[src/rtl/vector_lsu.sv]
// Vector load/store unit: moves five 32-bit lanes between the vector register file and a strided memory region.
// One beat per cycle, done 6 cycles after start, 7 cycles per transfer; there is no backpressure, and start is ignored while busy.
module vector_lsu #(
   parameter int STRIDE = 4
) (
   input  logic        clk,
   input  logic        reset,
   input  logic        start,
   input  logic        is_load,
   input  logic [31:0] base_addr,
   input  logic [31:0] vec_in_0,
   input  logic [31:0] vec_in_1,
   input  logic [31:0] vec_in_2,
   input  logic [31:0] vec_in_3,
   input  logic [31:0] vec_in_4,
   input  logic [31:0] mem_rdata,
   output logic [31:0] mem_addr,
   output logic [31:0] mem_wdata,
   output logic        mem_we,
   output logic        mem_re,
   output logic [31:0] vec_out_0,
   output logic [31:0] vec_out_1,
   output logic [31:0] vec_out_2,
   output logic [31:0] vec_out_3,
   output logic [31:0] vec_out_4,
   output logic        vec_we,
   output logic        busy,
   output logic        done
);

   typedef enum logic [1:0] {IDLE, STORE, LOAD, DONE} state_t;

   localparam logic [31:0] STRIDE_W = 32'(STRIDE);

   state_t      state;
   logic [2:0]  idx;
   logic [2:0]  next_idx;
   logic [31:0] base_q;
   logic [31:0] base_aligned;
   logic [31:0] next_addr;
   logic [31:0] snap     [0:4];
   logic [31:0] lane_buf [0:3];

   assign next_idx     = idx + 3'd1;
   assign base_aligned = base_addr & 32'hFFFF_FFFC;
   assign next_addr    = base_q + STRIDE_W * {29'd0, next_idx};

   // Outputs are registered: each branch loads the values for the cycle it is entering.
   always_ff @(posedge clk or negedge reset) begin
      if (!reset) begin
         state     <= IDLE;
         idx       <= 3'd0;
         base_q    <= 32'd0;
         for (int i = 0; i < 5; i++) snap[i] <= 32'd0;
         for (int i = 0; i < 4; i++) lane_buf[i] <= 32'd0;
         vec_out_0 <= 32'd0;
         vec_out_1 <= 32'd0;
         vec_out_2 <= 32'd0;
         vec_out_3 <= 32'd0;
         vec_out_4 <= 32'd0;
         mem_addr  <= 32'd0;
         mem_wdata <= 32'd0;
         mem_we    <= 1'b0;
         mem_re    <= 1'b0;
         vec_we    <= 1'b0;
         busy      <= 1'b0;
         done      <= 1'b0;
      end else begin
         vec_we <= 1'b0;
         done   <= 1'b0;
         case (state)
            IDLE: begin
               if (start) begin
                  base_q   <= base_aligned;
                  mem_addr <= base_aligned;
                  idx      <= 3'd0;
                  busy     <= 1'b1;
                  if (is_load) begin
                     state  <= LOAD;
                     mem_re <= 1'b1;
                  end else begin
                     state     <= STORE;
                     mem_we    <= 1'b1;
                     mem_wdata <= vec_in_0;
                     snap[0]   <= vec_in_0;
                     snap[1]   <= vec_in_1;
                     snap[2]   <= vec_in_2;
                     snap[3]   <= vec_in_3;
                     snap[4]   <= vec_in_4;
                  end
               end
            end
            STORE: begin
               if (idx == 3'd4) begin
                  state     <= DONE;
                  idx       <= 3'd0;
                  mem_we    <= 1'b0;
                  mem_addr  <= 32'd0;
                  mem_wdata <= 32'd0;
                  done      <= 1'b1;
               end else begin
                  idx       <= next_idx;
                  mem_addr  <= next_addr;
                  mem_wdata <= snap[next_idx];
               end
            end
            LOAD: begin
               if (idx == 3'd4) begin
                  // Lane 4 goes straight to the output; lanes 0..3 come from the buffer.
                  state     <= DONE;
                  idx       <= 3'd0;
                  mem_re    <= 1'b0;
                  mem_addr  <= 32'd0;
                  vec_out_0 <= lane_buf[0];
                  vec_out_1 <= lane_buf[1];
                  vec_out_2 <= lane_buf[2];
                  vec_out_3 <= lane_buf[3];
                  vec_out_4 <= mem_rdata;
                  vec_we    <= 1'b1;
                  done      <= 1'b1;
               end else begin
                  lane_buf[idx[1:0]] <= mem_rdata;
                  idx      <= next_idx;
                  mem_addr <= next_addr;
               end
            end
            DONE: begin
               state <= IDLE;
               busy  <= 1'b0;
            end
            default: state <= IDLE;
         endcase
      end
   end

endmodule

[config.mk]
export PLATFORM = sky130hd
export DESIGN_NAME = vector_lsu
export DESIGN_NICKNAME = d
export VERILOG_FILES = /design/src/rtl/vector_lsu.sv
export SDC_FILE = /design/constraint.sdc
export NUM_CORES = 1
export LEC_CHECK = 0
export BUFFER_PORTS_ARGS = -buffer_cell sky130_fd_sc_hd__buf_2
export CORE_UTILIZATION = 50
export CTS_BUF_LIST = sky130_fd_sc_hd__clkbuf_8 sky130_fd_sc_hd__clkbuf_16
export DETAILED_ROUTE_END_ITERATION = 10
export GPL_TIMING_DRIVEN = 0
export PLACE_DENSITY = 0.78
export SLEW_MARGIN = 30
export SYNTH_ARGS = -nofsm -noshare
export SYNTH_HDL_FRONTEND = slang
export SYNTH_SLANG_ARGS = --single-unit
export TNS_END_PERCENT = 5
[constraint.sdc]
create_clock -name clk -period 3.8 [get_ports clk]
set_input_delay 0.38 -clock clk [delete_from_list [all_inputs] [get_ports clk]]
set_output_delay 0.38 -clock clk [all_outputs]
set_load 0.05 [all_outputs]
### After elaboration in Yosys (flattened, before gate mapping)

Index checks and enable logic that the tools add are counted.

| cells by class | value |
|---|---|
| add/sub/neg operators | 2 |
| equal/unequal tests | 10 |
| magnitude comparators | 3 |
| reductions and logical operators | 17 |
| bitwise gates (word level) | 4 |
| mux-type cells | 32 |

Operator list:

| cell | number |
|---|---|
| $mux 32 | 8 |
| $bwmux 128 | 1 |
| $pmux 32 s2 | 2 |
| $bmux 32 s3 | 1 |
| $demux 32 s2 | 1 |
| $add 32x5->32 | 1 |
| $reduce_and 2->1 | 6 |
| $ne 2x2->1 const B | 5 |
| $mux 1 | 9 |
| $reduce_and 4->1 | 2 |
| $reduce_bool 2->1 | 4 |
| $mux 2 | 3 |
| $mux 3 | 2 |
| $pmux 1 s2 | 3 |
| $pmux 2 s3 | 1 |
| $pmux 3 s2 | 1 |
| $reduce_and 3->1 | 2 |
| $eq 2x2->1 const B | 2 |
| $ge 4x4->1 const B | 1 |
| $not 3->4 | 1 |
| $add 3x1->3 const B | 1 |
| $eq 3x3->1 const B | 1 |
| $ge 3x3->1 const B | 1 |
| $lt 3x1->1 const B | 1 |
| 7 further kinds | 8 |

| word-level totals | value |
|---|---|
| word-level logic and storage cells | 92 |
| register bits | 552 |

### Longest topological paths before layout

| depth | value |
|---|---|
| depth in word-level cells | 7 |
| mapped depth | 11 |
| gate-level depth less buffers | 9 |

### Worst setup path after synthesis

Ideal clock, no wire load.

| timing path | value |
|---|---|
| path kind | reg2reg |
| start point | register idx[0] |
| end point | register mem_addr[22] |
| stages on the path, launching flop included | 11 |
| buffers on the path | 1 |
| period minus slack after synthesis | 2.817 ns |
| arrival time | 2.723 ns |
| slack | 0.983 ns |
| data required time | 3.706 ns |
| setup time | 0.094 ns |
| cells stage by stage | dfrtp_1 -> ha_1 -> xnor2_1 -> clkbuf_1 -> inv_1 -> ha_1 -> a21oi_2 -> nor4_4 -> and4_1 -> xnor2_1 -> a221oi_2 |

| on the way | value |
|---|---|
| longest elaborated chain between the ends | 4 |

RTL lines:

| element | line | RTL |
|---|---|---|
| start: declaration | 36 | `logic [2:0] idx;` |
| start signal: assignment | 102 | `idx <= next_idx;` |
| start signal: assignment | 123 | `idx <= next_idx;` |
| $add 3x1->3 | 44 | `assign next_idx = idx + 3'd1;` |
| $add 32x5->32 | 46 | `assign next_addr = base_q + STRIDE_W * {29'd0, next_idx};` |
| $mux 32 (*) | 94, 108 |  |
| $pmux 32 s2 (*) | 71 | `case (state)` |
| end signal: assignment | 75 | `mem_addr <= base_aligned;` |
| end signal: assignment | 103 | `mem_addr <= next_addr;` |
| end signal: assignment | 124 | `mem_addr <= next_addr;` |
| end: declaration | 17 | `output logic [31:0] mem_addr,` |

Every way passes the cells marked *; elsewhere a longest branch is shown, timed or not.
A chain may end at the register's enable or synchronous reset.

### Worst setup path after layout

| timing path | value |
|---|---|
| start point | register idx[0] |
| end point | register mem_addr[29] |

The elaborated chain is that of the path after synthesis.

==> impl_metrics.prom <==
# TYPE chip_impl_metric gauge
chip_impl_metric{name="report.final.setup_viol",unit=""} 0
chip_impl_metric{name="fin_crit",unit="ps"} 3594
chip_impl_metric{name="synth-seq-cells",unit=""} 550
chip_impl_metric{name="rows",unit=""} 77
chip_impl_metric{name="clock_tree.buffer_depth",unit=""} 3
chip_impl_metric{name="p_sw",unit="W"} 0.01323
chip_impl_info{name="min_from",value="vec_in_0[6]"} 1
chip_impl_metric{name="post-route-period-util",unit=""} 0.9459
chip_impl_info{name="synthMostInstantiatedCell",value="nand2_1"} 1
chip_impl_metric{name="area_growth",unit="%"} 27.99
chip_impl_metric{name="p_per_area",unit="nW/um^2"} 1002
chip_impl_metric{name="placed_cell_area",unit="um^2"} 25920
chip_impl_metric{name="cp_data_required_time",unit="ps"} 4290
chip_impl_metric{name="worst_clock_skew",unit="ps"} 16.36
chip_impl_info{name="rsz0062_at_grt",value="false"} 1
chip_impl_metric{name="dieArea",unit="um^2"} 46280
chip_impl_metric{name="first_global_vias",unit=""} 20594
chip_impl_metric{name="layout.nets",unit=""} 3081
chip_impl_info{name="timing.hold.worst_endpoint",value="snap[134]"} 1
chip_impl_metric{name="swShare",unit=""} 0.4544
chip_impl_info{name="clk_root_buffer_cell",value="clkbuf_16"} 1
chip_impl_metric{name="summed_area_of_non_filler_cells_in_the_final_layout",unit="um^2"} 29070
chip_impl_info{name="synthTopCellsByCount",value="nand2_1, dfrtp_1, mux2_2, clkbuf_1, a22oi_1"} 1
chip_impl_metric{name="post_detail_place_hpwl",unit="um"} 50030
chip_impl_metric{name="ff2ff_setup_slack",unit="ps"} 210
chip_impl_metric{name="p_comb_frac",unit=""} 0.454
chip_impl_metric{name="grt_antenna_before_repair",unit=""} 6
chip_impl_metric{name="ys_async_sr_fraction",unit=""} 1.000
chip_impl_metric{name="clock-sinks",unit=""} 550
chip_impl_metric{name="place_inst",unit=""} 3238
chip_impl_metric{name="gr_util_all_layers",unit=""} 0.3177
chip_impl_metric{name="synthCells",unit=""} 2186
chip_impl_metric{name="clk_pin_slew_worst_paths",unit="ps"} 60
chip_impl_info{name="flip_flop_cell_with_the_highest_count_after_synthesis",value="dfrtp_1"} 1
chip_impl_metric{name="drt_first_iter_violations",unit=""} 1762
chip_impl_metric{name="synth_cell_types",unit=""} 55
chip_impl_metric{name="p_seq_frac",unit=""} 0.364
chip_impl_info{name="clock_tree_from_tritoncts",value="done"} 1
chip_impl_metric{name="yosysWarnings",unit=""} 0
chip_impl_metric{name="port_buffer_count",unit=""} 452
chip_impl_metric{name="maxClockFrequency",unit="MHz"} 278.2
chip_impl_metric{name="p_int",unit="W"} 0.01588
chip_impl_metric{name="final_wtd_congestion",unit=""} 0.9137
chip_impl_metric{name="clock_latency_late_sink",unit="ps"} 600
chip_impl_metric{name="vdd_drop_max",unit="mV"} 0.7151
chip_impl_metric{name="floorplan_core_area",unit="um^2"} 44510
chip_impl_metric{name="grt_overflow",unit=""} 0
chip_impl_metric{name="cp.arrival",unit="ps"} 4080
chip_impl_metric{name="layout-drive-gt1-share",unit=""} 0.2687
chip_impl_metric{name="synth_sequential_area_ratio",unit=""} 0.6060
chip_impl_info{name="synth_top_cell_by_area",value="dfrtp_1"} 1
chip_impl_metric{name="stdcell_count",unit=""} 3475
chip_impl_metric{name="post_synth.cell_area_avg",unit="um^2"} 10.39
chip_impl_info{name="timing.rr.start",value="idx[0]"} 1
chip_impl_metric{name="rr_worst_depth",unit=""} 11
chip_impl_metric{name="report.final.slew_viol_count",unit=""} 0
chip_impl_metric{name="i_o_pin_count",unit=""} 457
chip_impl_metric{name="vias",unit=""} 19428
chip_impl_metric{name="drc",unit=""} 0
chip_impl_metric{name="slew-limit-headroom",unit=""} 0.4105
chip_impl_info{name="reg2reg_to",value="mem_addr[29]"} 1
chip_impl_metric{name="fp.dieH",unit="um"} 215.1
chip_impl_info{name="cp-start-kind",value="flip-flop"} 1
chip_impl_metric{name="die_width",unit="um"} 215.1
chip_impl_metric{name="number_of_buffers_added_by_the_clock_tree_synthesis_step",unit=""} 55
chip_impl_metric{name="timing.hold.worst_path_depth",unit=""} 3
chip_impl_metric{name="synth_enable_flop_cells",unit=""} 0
chip_impl_info{name="ys_top_cells_by_area",value="dfrtp_1, nand2_1, mux2_2, mux4_2, a22oi_1"} 1
chip_impl_metric{name="effective_utilization_at_floorplan",unit=""} 0.5103
chip_impl_metric{name="fillers",unit=""} 3273
chip_impl_metric{name="final_wirelength",unit="um"} 72950
chip_impl_metric{name="cts_max_level",unit=""} 2
chip_impl_metric{name="drtAntennaViolNets",unit=""} 0
chip_impl_metric{name="report.final.hold_viol_count",unit=""} 0
chip_impl_metric{name="grt_start_max_net_pins",unit=""} 92
chip_impl_metric{name="synthesis.area",unit="um^2"} 22710
chip_impl_metric{name="synth_top_cell_area_share",unit=""} 0.6060
chip_impl_metric{name="detailedRoute.firstPassIterationCount",unit=""} 7
chip_impl_info{name="setup.worst_path.class",value="reg2reg"} 1
chip_impl_metric{name="critical_path.max_fanout",unit=""} 10
chip_impl_metric{name="via_per_inst",unit=""} 5.591
chip_impl_metric{name="grt_first_pass_wirelength",unit="um"} 113800
chip_impl_metric{name="clkPwrFrac",unit=""} 0.182
chip_impl_metric{name="max_slew.worst_pin.slew",unit="ps"} 877.5
chip_impl_metric{name="maxCapViolCount",unit=""} 0
chip_impl_info{name="run_status",value="finished, final reports clean"} 1
chip_impl_info{name="worst_setup_path_end_kind",value="flip-flop"} 1
chip_impl_metric{name="avgRoutedWirePerCell",unit="um"} 20.99
chip_impl_metric{name="power_leakage",unit="nW"} 14.58
chip_impl_info{name="min_path_type",value="in2reg"} 1
chip_impl_metric{name="post-layout-total-power",unit="W"} 0.02911
cell type report:
type / count / area (um^2) / area share
flip-flops and latches: 550 / 13760 / 0.4735
multi-input cells: 1497 / 8361 / 0.2876
repair buffers: 597 / 3846 / 0.1323
clock buffers: 68 / 1555 / 0.05350
well taps: 592 / 740.7 / 0.02548
plain buffers: 128 / 554.3 / 0.01907
clock inverters: 25 / 187.7 / 0.006457
inverters: 12 / 45.04 / 0.001550
diodes: 6 / 15.01 / 0.0005165
logic make-up after synthesis:
| kind of cell | synth area share |
|---|---|
| simple gates | 0.1893 |
| flops | 0.6060 |
| mux | 0.1105 |
| compound gates | 0.04947 |
| buf+inv | 0.02639 |
| xor+xnor | 0.01118 |
| fa+ha+maj | 0.006941 |
| other cells | 0.0001651 |
sequential cells by signal, indices dropped and copies added, names as in the netlist:
name / flops
vec_out_2: 32
vec_out_4: 32
vec_we: 1
mem_we: 1
mem_addr: 30
state: 2
vec_out_0: 32
done: 1
mem_wdata: 32
mem_re: 1
vec_out_3: 32
base_q: 30
idx: 3
vec_out_1: 32
lane_buf: 128
busy: 1
snap: 160
critical path, cell delays in order (launching register included):
cell	delay, ps
dfrtp_1	390
ha_1	280
xnor2_2	480
clkbuf_1	520
inv_1	100
ha_1	380
nor2_1	100
nor3b_2	290
buf_2	320
nand4_1	150
xor2_1	180
a221oi_1	280
layer usage:
metal | vias up | global-route usage | wire [um]
li1 | 8477 | - | -
met1 | 9624 | 0.3839 | 27420
met2 | 1060 | 0.5332 | 35740
met3 | 265 | 0.06766 | 5837
met4 | 2 | 0.1709 | 3939
met5 | - | 0 | 14
layout by cell type (no fill, tap or decap), types with 14 or more instances in the layout:
master and n:
nand2_1 976, dfrtp_1 550, buf_2 483, mux2_2 144, dlygate4sd3_1 138, clkbuf_1 84
clkbuf_16 55, a22oi_1 52, a21oi_1 46, o21ai_0 46, nor2_1 33, mux4_2 32
xor2_1 22, inv_1 20, o22ai_1 15, mux2_1 14, clkbuf_8 14
per-stage QoR:
stage	hold WS [ps]	worst slack, ps	setup TNS (ps)	utilization
floorplan	84.41	983.2	0	-
global placement	438.8	-8437	-4605160	0.5778
detailed placement	366.3	-23.99	-23.99	0.5824
CTS	1.829	11.76	0	0.6526
global route	8.888	22.24	0	0.6529
finish	29.26	205.7	0	0.6531
power by group through the flow:
stage          Clock (W)  Sequential, W  Combinational [W]
5_1_grt          0.00559         0.0109             0.0141
3_5_place_dp           0         0.0106             0.0129
4_1_cts          0.00535         0.0105             0.0131
2_1_floorplan          0         0.0143            0.00536
6_report         0.00531         0.0106             0.0132
3_3_place_gp           0         0.0104             0.0126
worst max-delay path by stage:
stage / from / end / slack (ps) / cells after the start
after floorplan: idx[0] / mem_addr[22] / 980 / 10
after global placement: reset / mem_addr[13] / -8440 / 1
after detailed placement: idx[0] / mem_addr[29] / -20 / 11
after CTS: idx[0] / mem_addr[28] / 10 / 10
after global routing: idx[0] / mem_addr[29] / 20 / 11
final: idx[0] / mem_addr[29] / 210 / 11
repair_timing:
action | in CTS | in global routing
gates resized for setup | 0 | 1
endpoints found under the hold margin | 199 | 0
hold buffers | 138 | 0
buffers inserted | 0 | 0
endpoints found under the setup margin | 0 | 15
(Power assumes the default switching activity.)
